`src/rtl/dcache_mem_bridge_pkg.sv`:
```
// Shared types for the D-cache to main-memory bridge: request entry layout,
// bridge FSM states and the bus address alignment helper.
package dcache_mem_bridge_pkg;

  localparam int XLEN = 32;

  typedef struct packed {
    logic            we;
    logic [XLEN-1:0] addr;
    logic [XLEN-1:0] data;
  } dmem_req_t;

  localparam int REQ_W = $bits(dmem_req_t);

  typedef enum logic {
    IDLE,
    WAIT_RD
  } bridge_state_t;

  // Clear the byte-offset bits so the bus only ever sees word addresses.
  function automatic logic [XLEN-1:0] word_align(input logic [XLEN-1:0] a);
    return a & ~XLEN'(3);
  endfunction

endpackage

```
`src/rtl/dcache_mem_bridge_req_fifo.sv`:
```
// Synchronous request FIFO with a combinational head, so a lone entry can
// drive the bus in the cycle right after it is written.
module req_fifo
  import dcache_mem_bridge_pkg::*;
#(
  parameter int DEPTH = 4
) (
  input  logic             clk,
  input  logic             rst,
  input  logic             push,
  input  logic [REQ_W-1:0] push_data,
  input  logic             pop,
  output logic             accept,
  output logic             full,
  output logic             empty,
  output logic [REQ_W-1:0] head
);

  localparam int AW = $clog2(DEPTH);

  logic [REQ_W-1:0] entry_reg [DEPTH];
  logic [AW-1:0]    wr_ptr_reg;
  logic [AW-1:0]    rd_ptr_reg;
  logic [AW:0]      count_reg;
  logic [AW:0]      count_next;
  logic             pop_ok;
  logic             push_ok;

  assign full    = (count_reg == (AW+1)'(DEPTH));
  assign empty   = (count_reg == '0);
  assign pop_ok  = pop && !empty;
  // A push into a full queue still lands when the head leaves in the same cycle.
  assign push_ok = push && (!full || pop_ok);
  assign accept  = push_ok;
  assign head    = entry_reg[rd_ptr_reg];

  always_comb begin
    count_next = count_reg;
    case ({push_ok, pop_ok})
      2'b10:   count_next = count_reg + (AW+1)'(1);
      2'b01:   count_next = count_reg - (AW+1)'(1);
      default: count_next = count_reg;
    endcase
  end

  always_ff @(posedge clk) begin
    if (push_ok) begin
      entry_reg[wr_ptr_reg] <= push_data;
    end
  end

  always_ff @(posedge clk) begin
    if (!rst) begin
      wr_ptr_reg <= '0;
      rd_ptr_reg <= '0;
      count_reg  <= '0;
    end else begin
      if (push_ok) wr_ptr_reg <= wr_ptr_reg + AW'(1);
      if (pop_ok)  rd_ptr_reg <= rd_ptr_reg + AW'(1);
      count_reg <= count_next;
    end
  end

endmodule

```
`src/rtl/dcache_mem_bridge.sv`:
```
// In-order bridge from the D-cache miss/write-back port to the memory bus,
// one bus transaction at a time, with a watchdog on every outstanding read.
module dcache_mem_bridge
  import dcache_mem_bridge_pkg::*;
#(
  parameter int DEPTH   = 4,
  parameter int TIMEOUT = 64
) (
  input  logic            clk,
  input  logic            rst,
  input  logic            mem_request,
  input  logic            mem_write,
  input  logic [XLEN-1:0] mem_addr,
  input  logic [XLEN-1:0] mem_write_data,
  output logic            mem_ready,
  output logic [XLEN-1:0] mem_data,
  output logic            q_full,
  output logic            bus_req,
  output logic            bus_we,
  output logic [XLEN-1:0] bus_addr,
  output logic [XLEN-1:0] bus_wdata,
  input  logic            bus_ack,
  input  logic            bus_rvalid,
  input  logic [XLEN-1:0] bus_rdata,
  output logic [1:0]      err
);

  localparam int CW = (TIMEOUT > 2) ? $clog2(TIMEOUT) : 1;

  bridge_state_t    state_reg, state_next;
  logic [CW-1:0]    cnt_reg, cnt_next;
  logic             mem_ready_reg, mem_ready_next;
  logic [XLEN-1:0]  mem_data_reg, mem_data_next;
  logic [1:0]       err_reg, err_next;

  dmem_req_t        push_req;
  dmem_req_t        head_req;
  logic [REQ_W-1:0] head_bits;
  logic             enq_any;
  logic             fifo_accept;
  logic             fifo_full;
  logic             fifo_empty;
  logic             fifo_pop;
  logic             drop;

  // A simultaneous read+write keeps the write; the read is reported as dropped.
  assign enq_any  = mem_write || mem_request;
  assign push_req = '{we: mem_write, addr: word_align(mem_addr), data: mem_write_data};
  assign drop     = (mem_write && mem_request) || (enq_any && !fifo_accept);

  req_fifo #(
    .DEPTH(DEPTH)
  ) u_req_fifo (
    .clk       (clk),
    .rst       (rst),
    .push      (enq_any),
    .push_data (push_req),
    .pop       (fifo_pop),
    .accept    (fifo_accept),
    .full      (fifo_full),
    .empty     (fifo_empty),
    .head      (head_bits)
  );

  assign head_req  = dmem_req_t'(head_bits);
  assign bus_req   = (state_reg == IDLE) && !fifo_empty;
  assign fifo_pop  = bus_req && bus_ack;
  assign bus_we    = bus_req && head_req.we;
  assign bus_addr  = bus_req ? head_req.addr : '0;
  assign bus_wdata = bus_req ? head_req.data : '0;
  assign q_full    = fifo_full;
  assign mem_ready = mem_ready_reg;
  assign mem_data  = mem_data_reg;
  assign err       = err_reg;

  always_comb begin
    state_next     = state_reg;
    cnt_next       = cnt_reg;
    mem_ready_next = 1'b0;
    mem_data_next  = mem_data_reg;
    err_next       = {1'b0, drop};
    case (state_reg)
      IDLE: begin
        if (fifo_pop && !head_req.we) begin
          state_next = WAIT_RD;
          cnt_next   = '0;
        end
      end
      WAIT_RD: begin
        cnt_next = cnt_reg + CW'(1);
        // A response on the last watchdog cycle still counts as a real response.
        if (bus_rvalid) begin
          mem_ready_next = 1'b1;
          mem_data_next  = bus_rdata;
          state_next     = IDLE;
        end else if (cnt_reg == CW'(TIMEOUT - 1)) begin
          mem_ready_next = 1'b1;
          mem_data_next  = '0;
          err_next[1]    = 1'b1;
          state_next     = IDLE;
        end
      end
      default: state_next = IDLE;
    endcase
  end

  always_ff @(posedge clk) begin
    if (!rst) begin
      state_reg     <= IDLE;
      cnt_reg       <= '0;
      mem_ready_reg <= 1'b0;
      mem_data_reg  <= '0;
      err_reg       <= '0;
    end else begin
      state_reg     <= state_next;
      cnt_reg       <= cnt_next;
      mem_ready_reg <= mem_ready_next;
      mem_data_reg  <= mem_data_next;
      err_reg       <= err_next;
    end
  end

endmodule

```
`config.mk`:
```
export PLATFORM = sky130hd
export DESIGN_NAME = dcache_mem_bridge
export DESIGN_NICKNAME = d
export VERILOG_FILES = /design/src/rtl/dcache_mem_bridge_pkg.sv /design/src/rtl/dcache_mem_bridge_req_fifo.sv /design/src/rtl/dcache_mem_bridge.sv
export SDC_FILE = /design/constraint.sdc
export NUM_CORES = 1
export LEC_CHECK = 0
export BUFFER_PORTS_ARGS = -buffer_cell sky130_fd_sc_hd__buf_4
export CORE_UTILIZATION = 49
export DETAILED_ROUTE_END_ITERATION = 8
export GPL_ROUTABILITY_DRIVEN = 0
export HOLD_SLACK_MARGIN = 0.06
export PLACE_DENSITY = 0.73
export SETUP_SLACK_MARGIN = 0.2
export SLEW_MARGIN = 20
export SYNTH_ARGS = -nofsm -noshare
export SYNTH_HDL_FRONTEND = slang
export SYNTH_SLANG_ARGS = --single-unit
```
`constraint.sdc`:
```
create_clock -name clk -period 3.4 [get_ports clk]
set_clock_uncertainty 0.15 [all_clocks]
set_input_delay 1.02 -clock clk [delete_from_list [all_inputs] [get_ports clk]]
set_output_delay 1.02 -clock clk [all_outputs]
set_load 0.05 [all_outputs]
```
==> out/results.txt <==
The run finished with clean final reports. STA puts the critical path data arrival time at 2160 ps. For the final-report setup violation count, the log shows 0. For this configuration, the core starts out at a cell density of 49.86%. The number of buffers and inverters on the critical path is 4. For the number of cells after detailed placement, the log shows 1169.

Setup slack on the critical path of the routed design comes to 68.56 ps. Wires add up to 24490 um. The portion of the post-synthesis area used by sequential elements came out at 73.38%. Compared with the post-synthesis result, the final layout area differs by 33.62%.

In the routed layout, each cell is associated on average with a via count of 5.306. For the core outline area, the log shows 23470 um^2. The slowest stage cell on the critical path is sky130_fd_sc_hd__mux4_2. The violation count after the first detailed-route iteration was 407; the hold-fix buffer count after cts was 0. From bottom edge to top edge, the die measures 156.6 um. The buffer depth of the longest clock path was 3; the peak per-stage delay on the critical path was 500 ps.

The number of failing hold endpoints at the final stage came out at 0. Leaving out fill and tap cells, the most frequent cell in the layout is sky130_fd_sc_hd__edfxtp_1. After synthesis the netlist holds a flip-flop and latch count of 303.

Critical path's top delay family: buffers and inverters. The tools report the total global routing track utilization as 19.91%. The classification of the worst setup path is reg2out. The tools report the post-synthesis cell count as 664. The worst setup path is launched from a flop. Worst-skew pair later-pin latency: 540 ps. The overall die area is 24510 um^2, and the global-route wire length before repair is 37120 um. The run gives 0 as the leftover overflow at the end of global routing. Number of global-route vias before repair: 6812. The worst setup path is captured at a primary output.

Adding up every negative setup slack in the final design gives 0 ps. After the flow finishes, the layout carries non-filler instances totaling 1246. The biggest area contributor in the post-synthesis netlist is sky130_fd_sc_hd__edfxtp_1.

Summed over all nets, the half-perimeter wirelength after detailed placement is 14530 um. The number of antenna violations at the first check in global routing was 0. Setup repair after global routing could not meet its margin everywhere.

Of the post-synthesis cell area, the dominant cell type holds 64.66%. Sorting the synthesized cells by area gives the leading types as sky130_fd_sc_hd__edfxtp_1 (65%), sky130_fd_sc_hd__mux4_2 (12%), sky130_fd_sc_hd__dfxtp_1 (8.7%), sky130_fd_sc_hd__and2_1 (3.9%), sky130_fd_sc_hd__nand2_1 (2.3%). The required time of the critical path came out at 2230 ps. Counting the fill cells in the layout gives 1554.

The signal on the critical path passes through buf_12 > buf_12 > clkbuf_16 > mux4_2 > and2_4 > buf_6. The max-slew violation count is 0, and the leakage power is 5.699 nW. The tightest hold path in the finished design has a slack of 319.4 ps.

The power density of the placed cells works out to 867.7 nW/um^2. The top cell types in the final layout, fill and taps aside, are sky130_fd_sc_hd__edfxtp_1 (252), sky130_fd_sc_hd__buf_4 (158), sky130_fd_sc_hd__nand2_1 (71), sky130_fd_sc_hd__and2_4 (66), sky130_fd_sc_hd__mux4_2 (63). The minimum setup slack after placement came out at 417.6 ps. A synthesized cell averages 17.63 um^2.

The worst hold path belongs to the class reg2reg. The routed length per instance is 19.66 um, and the biggest fanout along the worst timing path is 4. The routed design could run at a clock period as short as 3331 ps.

The first-pass iteration count of the detailed router is 4. The cell area after technology mapping was 11700 um^2. TritonCTS built the clock tree. Pin placement for this block handled 204 I/O pins. The placement row count is 56, and the count of inserted antenna diode cells is 0. The pin count of the biggest net entering global routing came out at 65. The tools report the root buffer selected by CTS as sky130_fd_sc_hd__clkbuf_16. The register with the most flip-flops in the layout has 252 of them.

Measured against its own limit, the worst slew margin works out to 64.69%. For this run, design rule violations remaining after detail routing come to 0. Number of warnings printed during yosys synthesis: 0. The number of buffers created by CTS was 30; the clock-pin transition on the worst setup and hold timing paths was 60 ps.

The fraction of final layout cells with drive strength greater than 1 came out at 46.93%. The worst-case IR drop observed on VDD is 546.6 uV. The clock net in this run drives a total of 303 sinks. The maximum achievable frequency was 300.2 MHz; the slew of the pin with the lowest slew margin was 529.6 ps. The tools report the net count reported at finish as 1011.

The total via count after detailed routing was 6611; the total power was 13.57 mW. The count of buffers added on input and output ports is 199. In the finished design, the share of the clock period the worst path needs comes to 97.98%. CTS H-tree depth: 1. Across the run, the number of max-cap violations was 0. The tools report the number of distinct library cells after synthesis as 44.

From left edge to right edge, the die measures 156.6 um. The critical path's most frequent cell is sky130_fd_sc_hd__buf_12. Once detail routing completed, the nets flagged for antenna violations numbered 0.
synth_stat cells (all sizes together):
cell / count
edfxtp: 252
and2: 73
nand2: 71
mux4: 63
dfxtp: 51
o22ai: 33
clkbuf: 23
buf: 21
nand3: 8
nor2: 8
ha: 5
o21ai: 5
a21oi: 4
inv: 4
nand2b: 4
nand3b: 4
nor2b: 4
nand4b: 3
nor3b: 3
xnor2: 3
nor3: 2
o21a: 2
xor2: 2
a211o: 1
a31oi: 1
a32o: 1
and3: 1
conb: 1
fa: 1
maj3: 1
mux2i: 1
nand4: 1
nor4: 1
o211a: 1
o211ai: 1
o21ba: 1
o221a: 1
o31ai: 1
or3: 1
per-layer routing:
layer,global-route usage [%],share of wire (%),up-vias
met5,0,0,-
met4,5.089,1.6,0
met3,3.628,5.9,30
met2,34.38,50,228
met1,26.10,42,3311
li1,-,-,3042
metrics by stage:
| step | cell area [um^2] | util, % |
|---|---|---|
| 3_3_place_gp | 13790 | 58.73 |
| 3_5_place_dp | 13790 | 58.73 |
| 4_1_cts | 15540 | 66.20 |
| 2_1_floorplan | 11710 | - |
| 6_report | 15640 | 66.63 |
| 5_1_grt | 15640 | 66.63 |
worst min-delay path: stages, from the launching register on:
cell and delay (ps):
sky130_fd_sc_hd__dfxtp_1 310, sky130_fd_sc_hd__nand2_1 50, sky130_fd_sc_hd__o22ai_1 60
power breakdown:
part | switching (mW) | total (mW) | leakage (nW) | internal, mW
combinational | 3.08 | 5.69 | 2.47 | 2.61
sequential | 0.140 | 4.67 | 2.75 | 4.53
clock | 1.34 | 3.21 | 0.480 | 1.87
logic make-up after synthesis:
logic type | count (synthesis) | share of synthesized area (%)
flops | 303 | 73.38
simple gates | 184 | 8.318
mux | 64 | 12.21
compound gates | 52 | 3.015
buf+inv | 48 | 1.881
fa+ha+maj | 7 | 0.7911
xor+xnor | 5 | 0.3742
other cells | 1 | 0.03204
area by class of cell:
cell class	count	area, um^2	share of cell area [%]
well taps	319	399.1	2.552
flip-flops and latches	303	8596	54.96
inverters	4	15.01	0.09601
repair buffers	250	2586	16.54
clock buffers	38	832.0	5.320
multi-input cells	314	3074	19.66
clock inverters	18	136.4	0.8721
final timing paths:
path | start | cells past startpoint | slack (ps) | endpoint
setup / recovery | flop | 6 | 70 | bus_wdata[3]
hold / removal | mem_data[20]$_SDFFE_PN0P_ | 2 | 320 | mem_data[20]$_SDFFE_PN0P_
setup reg to reg | u_req_fifo.count_reg[1]$_SDFFE_PN0P_ | 8 | 880 | u_req_fifo.count_reg[2]$_SDFFE_PN0P_
hold reg to reg | mem_data[20]$_SDFFE_PN0P_ | 2 | 320 | mem_data[20]$_SDFFE_PN0P_
timing repair:
action / CTS / global route
resized for setup: 127 / 18
cloned: 9 / 1
pin swaps: 0 / 0
hold endpoints to repair: 0 / 0
setup endpoints to repair: 64 / 63
setup buffers: 10 / 1
Power figures use the tool's default switching activity.
